[config.mk]
export PLATFORM = sky130hd
export DESIGN_NAME = decode_stage_param
export DESIGN_NICKNAME = d
export VERILOG_FILES = /design/src/rtl/decode_stage_param.sv
export SDC_FILE = /design/constraint.sdc
export NUM_CORES = 2
export LEC_CHECK = 0
export CELL_PAD_IN_SITES_DETAIL_PLACEMENT = 0
export CELL_PAD_IN_SITES_GLOBAL_PLACEMENT = 2
export CORE_MARGIN = 2
export CORE_UTILIZATION = 45
export CTS_BUF_LIST = sky130_fd_sc_hd__clkbuf_4
export CTS_CLUSTER_SIZE = 40
export DETAILED_ROUTE_END_ITERATION = 16
export PLACE_DENSITY = 0.81
export SETUP_SLACK_MARGIN = 0.15
export SYNTH_ARGS = -nofsm -noshare
export SYNTH_HDL_FRONTEND = slang
export SYNTH_SLANG_ARGS = --single-unit
[constraint.sdc]
create_clock -name CLK -period 13.9 [get_ports CLK]
set_clock_uncertainty 0.15 [all_clocks]
set_input_delay 2.78 -clock CLK [delete_from_list [all_inputs] [get_ports CLK]]
set_output_delay 2.78 -clock CLK [all_outputs]
set_load 0.02 [all_outputs]
[src/rtl/decode_stage_param.sv]
// RISC-V integer decode stage: register file, immediates, load-use stall, valid/ready.
// Optional DECODE_WB_BYPASS_EN: same-cycle writeback bypass on RF reads.
module decode_stage_param #(
    parameter int XLEN = 64,
    parameter int NREG = 32
) (
    input  logic            CLK,
    input  logic            reset,
    input  logic            in_valid,
    output logic            in_ready,
    input  logic [31:0]     inst,
    input  logic [XLEN-1:0] pc_i,
    input  logic            flush,
    input  logic            wb_en,
    input  logic [4:0]      wb_rd,
    input  logic [XLEN-1:0] wb_value,
    output logic            out_valid,
    input  logic            out_ready,
    output logic [4:0]      rd,
    output logic [4:0]      rs1,
    output logic [4:0]      rs2,
    output logic [2:0]      funct3,
    output logic [6:0]      funct7,
    output logic [XLEN-1:0] op1,
    output logic [XLEN-1:0] op2,
    output logic [XLEN-1:0] store_data,
    output logic [XLEN-1:0] imm,
    output logic [XLEN-1:0] pc_o,
    output logic            write_back,
    output logic            imm_flag,
    output logic            mem_acc,
    output logic            load_flag,
    output logic            store_flag,
    output logic            branch_flag,
    output logic            jump_flag,
    output logic            word_inst,
    output logic            illegal,
    output logic            stall_raise
);
    localparam int RIDX = $clog2(NREG);
    localparam logic [5:0] NR = 6'(NREG);

    localparam logic [6:0] OP_R     = 7'b0110011;
    localparam logic [6:0] OP_RW    = 7'b0111011;
    localparam logic [6:0] OP_I     = 7'b0010011;
    localparam logic [6:0] OP_IW    = 7'b0011011;
    localparam logic [6:0] OP_LD    = 7'b0000011;
    localparam logic [6:0] OP_ST    = 7'b0100011;
    localparam logic [6:0] OP_BR    = 7'b1100011;
    localparam logic [6:0] OP_LUI   = 7'b0110111;
    localparam logic [6:0] OP_AUIPC = 7'b0010111;
    localparam logic [6:0] OP_JAL   = 7'b1101111;
    localparam logic [6:0] OP_JALR  = 7'b1100111;

    // s_* mark which operand slots came from rs1/rs2, for held-entry refresh
    typedef struct packed {
        logic [4:0]      rd;
        logic [4:0]      rs1;
        logic [4:0]      rs2;
        logic [2:0]      f3;
        logic [6:0]      f7;
        logic [XLEN-1:0] op1;
        logic [XLEN-1:0] op2;
        logic [XLEN-1:0] sd;
        logic [XLEN-1:0] imm;
        logic [XLEN-1:0] pc;
        logic            wb;
        logic            immf;
        logic            mem;
        logic            ld;
        logic            st;
        logic            br;
        logic            jmp;
        logic            word;
        logic            ill;
        logic            s_op1;
        logic            s_op2;
        logic            s_sd;
    } ent_t;

    logic [XLEN-1:0] rf [NREG];
    ent_t d, q;
    logic ov, ill, u_rd, u1, u2, hazard, accept;
    logic [XLEN-1:0] v1, v2;

    logic [6:0] opc;
    logic [4:0] rd_f, rs1_f, rs2_f;
    logic [XLEN-1:0] imm_i, imm_s, imm_b, imm_u, imm_j;

    assign opc   = inst[6:0];
    assign rd_f  = inst[11:7];
    assign rs1_f = inst[19:15];
    assign rs2_f = inst[24:20];
    assign imm_i = XLEN'($signed(inst[31:20]));
    assign imm_s = XLEN'($signed({inst[31:25], inst[11:7]}));
    assign imm_b = XLEN'($signed({inst[31], inst[7], inst[30:25], inst[11:8], 1'b0}));
    assign imm_u = XLEN'($signed({inst[31:12], 12'b0}));
    assign imm_j = XLEN'($signed({inst[31], inst[19:12], inst[20], inst[30:21], 1'b0}));

    always_comb begin
        v1 = '0;
        v2 = '0;
        if (rs1_f != 5'd0 && {1'b0, rs1_f} < NR) v1 = rf[rs1_f[RIDX-1:0]];
        if (rs2_f != 5'd0 && {1'b0, rs2_f} < NR) v2 = rf[rs2_f[RIDX-1:0]];
`ifdef DECODE_WB_BYPASS_EN
        if (wb_en && wb_rd != 5'd0 && wb_rd == rs1_f) v1 = wb_value;
        if (wb_en && wb_rd != 5'd0 && wb_rd == rs2_f) v2 = wb_value;
`endif
    end

    always_comb begin
        d    = '0;
        d.pc = pc_i;
        ill  = 1'b0;
        u_rd = 1'b0;
        u1   = 1'b0;
        u2   = 1'b0;
        unique case (opc)
            OP_R, OP_RW: begin
                {u_rd, u1, u2} = 3'b111;
                d.f3 = inst[14:12]; d.f7 = inst[31:25];
                d.op1 = v1; d.op2 = v2; d.wb = 1'b1;
                d.s_op1 = 1'b1; d.s_op2 = 1'b1;
                d.word = (opc == OP_RW);
            end
            OP_I, OP_IW: begin
                {u_rd, u1} = 2'b11;
                d.f3 = inst[14:12];
                d.op1 = v1; d.op2 = imm_i; d.imm = imm_i;
                d.immf = 1'b1; d.wb = 1'b1; d.s_op1 = 1'b1;
                d.word = (opc == OP_IW);
            end
            OP_LD: begin
                {u_rd, u1} = 2'b11;
                d.f3 = inst[14:12];
                d.op1 = v1; d.op2 = imm_i; d.imm = imm_i;
                d.mem = 1'b1; d.ld = 1'b1; d.wb = 1'b1; d.s_op1 = 1'b1;
            end
            OP_ST: begin
                {u1, u2} = 2'b11;
                d.f3 = inst[14:12];
                d.op1 = v1; d.op2 = imm_s; d.imm = imm_s; d.sd = v2;
                d.mem = 1'b1; d.st = 1'b1;
                d.s_op1 = 1'b1; d.s_sd = 1'b1;
            end
            OP_BR: begin
                {u1, u2} = 2'b11;
                d.f3 = inst[14:12];
                d.op1 = v1; d.op2 = v2; d.imm = imm_b; d.br = 1'b1;
                d.s_op1 = 1'b1; d.s_op2 = 1'b1;
            end
            OP_LUI, OP_AUIPC: begin
                u_rd = 1'b1;
                d.op1 = (opc == OP_AUIPC) ? pc_i : '0;
                d.op2 = imm_u; d.imm = imm_u;
                d.immf = 1'b1; d.wb = 1'b1;
            end
            OP_JAL: begin
                u_rd = 1'b1;
                d.op1 = pc_i; d.op2 = XLEN'(4); d.imm = imm_j;
                d.immf = 1'b1; d.jmp = 1'b1; d.wb = 1'b1;
            end
            OP_JALR: begin
                {u_rd, u1} = 2'b11;
                d.f3 = inst[14:12];
                d.op1 = v1; d.op2 = XLEN'(4); d.imm = imm_i;
                d.jmp = 1'b1; d.wb = 1'b1; d.s_op1 = 1'b1;
            end
            default: ill = 1'b1;
        endcase
        if (u_rd) d.rd = rd_f;
        if (u1) d.rs1 = rs1_f;
        if (u2) d.rs2 = rs2_f;
        if ((u_rd && {1'b0, rd_f} >= NR) || (u1 && {1'b0, rs1_f} >= NR) ||
            (u2 && {1'b0, rs2_f} >= NR) || (d.word && XLEN == 32))
            ill = 1'b1;
        if (ill) begin
            d     = '0;
            d.pc  = pc_i;
            d.ill = 1'b1;
        end
    end

    always_comb begin
        hazard = ov && q.ld && q.rd != 5'd0 &&
                 (rs1_f == q.rd || (u2 && rs2_f == q.rd));
`ifndef DECODE_WB_BYPASS_EN
        // no bypass: wait one cycle for the write to land in the RF
        if (wb_en && wb_rd != 5'd0 && (rs1_f == wb_rd || (u2 && rs2_f == wb_rd)))
            hazard = 1'b1;
`endif
    end

    assign in_ready    = !flush && !hazard && (!ov || out_ready);
    assign accept      = in_valid && in_ready;
    assign stall_raise = in_valid && hazard;

    always_ff @(posedge CLK) begin
        if (!reset) begin
            for (int i = 0; i < NREG; i++) rf[i] <= '0;
        end else if (wb_en && wb_rd != 5'd0 && {1'b0, wb_rd} < NR) begin
            rf[wb_rd[RIDX-1:0]] <= wb_value;
        end
    end

    always_ff @(posedge CLK) begin
        if (!reset) begin
            ov <= 1'b0;
            q  <= '0;
        end else if (flush) begin
            ov <= 1'b0;
        end else if (accept) begin
            ov <= 1'b1;
            q  <= d;
        end else if (out_ready) begin
            ov <= 1'b0;
        end else if (ov && wb_en && wb_rd != 5'd0) begin
            if (q.s_op1 && q.rs1 == wb_rd) q.op1 <= wb_value;
            if (q.s_op2 && q.rs2 == wb_rd) q.op2 <= wb_value;
            if (q.s_sd && q.rs2 == wb_rd) q.sd <= wb_value;
        end
    end

    assign out_valid   = ov;
    assign rd          = q.rd;
    assign rs1         = q.rs1;
    assign rs2         = q.rs2;
    assign funct3      = q.f3;
    assign funct7      = q.f7;
    assign op1         = q.op1;
    assign op2         = q.op2;
    assign store_data  = q.sd;
    assign imm         = q.imm;
    assign pc_o        = q.pc;
    assign write_back  = q.wb;
    assign imm_flag    = q.immf;
    assign mem_acc     = q.mem;
    assign load_flag   = q.ld;
    assign store_flag  = q.st;
    assign branch_flag = q.br;
    assign jump_flag   = q.jmp;
    assign word_inst   = q.word;
    assign illegal     = q.ill;
endmodule

==> impl_metrics.csv <==
group,metric,value,unit
run_status,status,"finished with violations",
run_status,violations,"max-capacitance violations, max-slew violations",
floorplan,fp.dieW,531,µm
clocking,clk_latency,1.47,ns
power,peakVddDrop,0.0739,mV
synthesis,synth_edf_count,2048,
final_layout,nets,10004,
power,p_leak,45.2,nW
power,swShare,29.6,%
synthesis,ys_types,73,
worst_setup_path,crit_chain,"buf_8, buf_12, xnor2_1, nand3_1, o22ai_1, o2111ai_2, a21boi_0, clkdlybuf4s50_1",
synthesis,synth_seq_cells,2373,
run,maxCapViolations,5,
power,power_density,125,nW/µm²
synthesis,synthCells,9866,
sta,fin_crit_sh,62.6,%
drt,routed_via_density,7.37,
global_route,grt_max_degree,149,
global_route,grt_busiest_layer,"met2",
global_route,met3_usage,20.1,%
placed_design,dp_cells,12905,
sta,finalSetupTns,0,ns
global_route,grt_pass1_vias,97853,
worst_setup_path,endpoint_kind,"output port",
synthesis,ys.flop_type,"edfxtp_1",
drt,first_iter_violations,18925,
synthesis,synth-async-reset-ratio,0,%
worst_setup_path,required,10.97,ns
floorplan,initial_core_util,45.2,%
sta,fmax,0.115,GHz
floorplan,fp.coreArea,276000,µm²
clocking,cts.path.max_buffers,4,
synthesis,syn_area_per_cell,12.6,µm²
power,p_clk_share,37.1,%
final_layout,finalNonFillerCells,14035,
sta,period_minus_slack,8.70,ns
drt,vias,103472,
floorplan,die_y,531,µm
clocking,clk_pin_slew_worst_paths,0.05,ns
global_route,grt_use_met2,57.5,%
hold_path,hp-class,"flop to flop",
clocking,tritoncts,"yes",
clocking,cts_root_buf,"clkbuf_4",
clocking,post_cts_buffers,0,
sta,hold_viol_final,0,
power,pwr-share-seq,48.2,%
placed_design,io_buffer_count,527,
final_layout,syn_to_final_growth,11.2,%
sta,hold_slack,0.303,ns
clocking,h-tree-depth,6,
drt,drc,0,
global_route,gr-usage-met1,50.3,%
drt,wl_per_cell,42.1,µm
placed_design,dp_hpwl,345,mm
worst_setup_path,crit_path_start_kind,"input port",
power,combPwrFrac,14.7,%
global_route,grt_overflow,0,
worst_setup_path,worstPathMaxFanout,74,
worst_setup_path,crit_slowest_cell,"clkdlybuf4s50_1",
worst_setup_path,max_stage_delay,0.65,ns
clocking,cts_hold_buffers,0,
floorplan,rows,193,
clocking,numClockSinks,2373,
global_route,grt_first_pass_wirelength,798,mm
floorplan,dieArea,281000,µm²
worst_setup_path,crit_arrival,5.77,ns
sta,drv_slew,8,
sta,tightestPinTransition,1.75,ns
sta,relSlewSlack,-16.8,%
final_layout,drive_above_1_share,22.9,%
synthesis,synth_seq_area_share,54.5,%
placed_design,gp_congestion,0.941,
worst_setup_path,crit_type,"input port to output port",
worst_setup_path,path_buf_inv,3,
sta,rsz0062_at_grt,"no",
global_route,grt.total_usage,40.8,%
floorplan,ios,528,
clocking,cts_resized,0,
drt,drt-pass1-iter-count,10,
clocking,numCtsBuffers,630,
synthesis,synthesis.area,125000,µm²
global_route,antenna_found_initial,67,
drt,wl,591,mm
power,power.switching,5.13,mW
power,p_int,12.2,mW
drt,ant_nets,0,
worst_setup_path,critPathTopFamily,"buffers and inverters",
synthesis,yosysWarnings,0,
sta,setup_violations,0,
==> state kept, by name, indices dropped and copies added, names as in the netlist, 2 cells and up <==
signal / count
imm: 32
funct7: 7
rs1: 5
store_data: 64
rf: 2048
pc_o: 64
funct3: 3
rs2: 5
rd: 5
op2: 64
op1: 64
q: 2
==> per-stage QoR <==
| stage | setup slack, ns | power, mW | util (%) | cell area, µm² |
|---|---|---|---|---|
| after CTS | 5.16 | 17.1 | 50.2 | 139000 |
| final | 5.20 | 17.3 | 50.2 | 139000 |
| after detailed placement | 5.18 | 10.9 | 47.3 | 131000 |
| after floorplan | 4.65 | 9.83 | - | 125000 |
| after global routing | 5.02 | 17.7 | 50.2 | 139000 |
| after global placement | 5.13 | 10.8 | 47.3 | 131000 |
==> Yosys cell counts, types with 13 or more instances <==
cell	instances	area, µm²
dfxtp_1	325	6510
nand3_1	149	746
a211o_1	17	149
and3_1	14	87.6
o21ai_0	168	841
a32oi_1	26	228
mux2i_1	551	5520
o221a_2	134	1510
and2_1	347	2170
a22o_1	25	219
a31oi_1	29	181
a21oi_1	327	1640
o211ai_1	17	128
nand4_1	32	200
o22ai_1	38	238
nor2b_1	39	244
a221o_1	44	440
nor3_1	1372	6870
nor4_1	409	2560
mux2_2	92	1040
nor2_1	166	623
xnor2_1	17	149
mux4_2	700	15800
buf_4	407	3060
buf_1	79	297
clkbuf_1	949	3560
a22oi_1	149	1120
inv_1	73	274
nand2_1	464	1740
xor2_1	13	114
o2111ai_1	16	140
buf_2	142	711
a221oi_1	222	1940
a311oi_1	52	455
nand2b_1	21	131
a211oi_1	17	128
o221ai_1	57	499
edfxtp_1	2048	61500
==> layout make-up <==
class / count / area [µm²]
flip-flops and latches: 2373 / 68000
multi-input cells: 5890 / 49700
clock buffers: 909 / 6820
diodes: 37 / 92.6
inverters: 76 / 299
fillers: 24282 / 138000
clock inverters: 183 / 1130
repair buffers: 862 / 8070
well taps: 3705 / 4640
==> kinds of logic after synthesis <==
group                     synth area share [%]
muxes                                     17.9
AOI/OAI and AO/OA                         8.41
xor gates and xnor gates                 0.211
DFF                                       54.5
buffers and inverters                     6.45
and+or+nand+nor                           12.5
other                                  0.00301
==> layout by cell type, fill, tap and decap left out, types with 37 or more instances in the layout <==
cell and instances:
a21oi_1 327, a221o_1 44, a221oi_1 222, a22oi_1 149, a311oi_1 51, and2_1 344
buf_4 315, clkbuf_4 909, clkdlybuf4s50_1 511, clkinv_1 125, conb_1 64, dfxtp_1 325
diode_2 37, edfxtp_1 2048, inv_1 68, mux2_2 92, mux2i_1 551, mux4_2 700
nand2_1 453, nand3_1 146, nor2_1 156, nor3_1 1368, nor4_1 407, o21ai_0 146
o221a_2 134, o221ai_1 57, o22ai_1 38
==> worst paths after layout <==
check | from | end | slack (ns) | depth (start not counted)
setup reg to reg | rd[0] | op1[55] | 9.65 | 6
setup / recovery | inst[20] | stall_raise | 5.20 | 8
hold reg to reg | pc_o[28] | pc_o[28] | 0.30 | 2
hold / removal | pc_o[28] | pc_o[28] | 0.30 | 2
==> power groups by stage <==
stage               Combinational, mW  Sequential (mW)  Clock (mW)
global route                     2.54             8.37        6.76
finish                           2.54             8.35        6.42
global placement                 2.39             8.46           0
CTS                              2.41             8.33        6.40
floorplan                        1.41             8.42           0
detailed placement               2.40             8.48           0
==> per-layer routing <==
metal / up-vias / share of wire, % / wire, µm
li1: 38977 / - / -
met1: 52060 / 34 / 198000
met2: 10274 / 42 / 245000
met3: 2117 / 18 / 107000
met4: 44 / 6.8 / 40100
met5: - / 0.091 / 538
==> worst min-delay path, cell delays in order (launching register included) <==
cell and delay [ns]:
dfxtp_1 0.30, nand2_1 0.05, a21oi_1 0.05
Note: power is estimated with default switching activity, not from simulation.
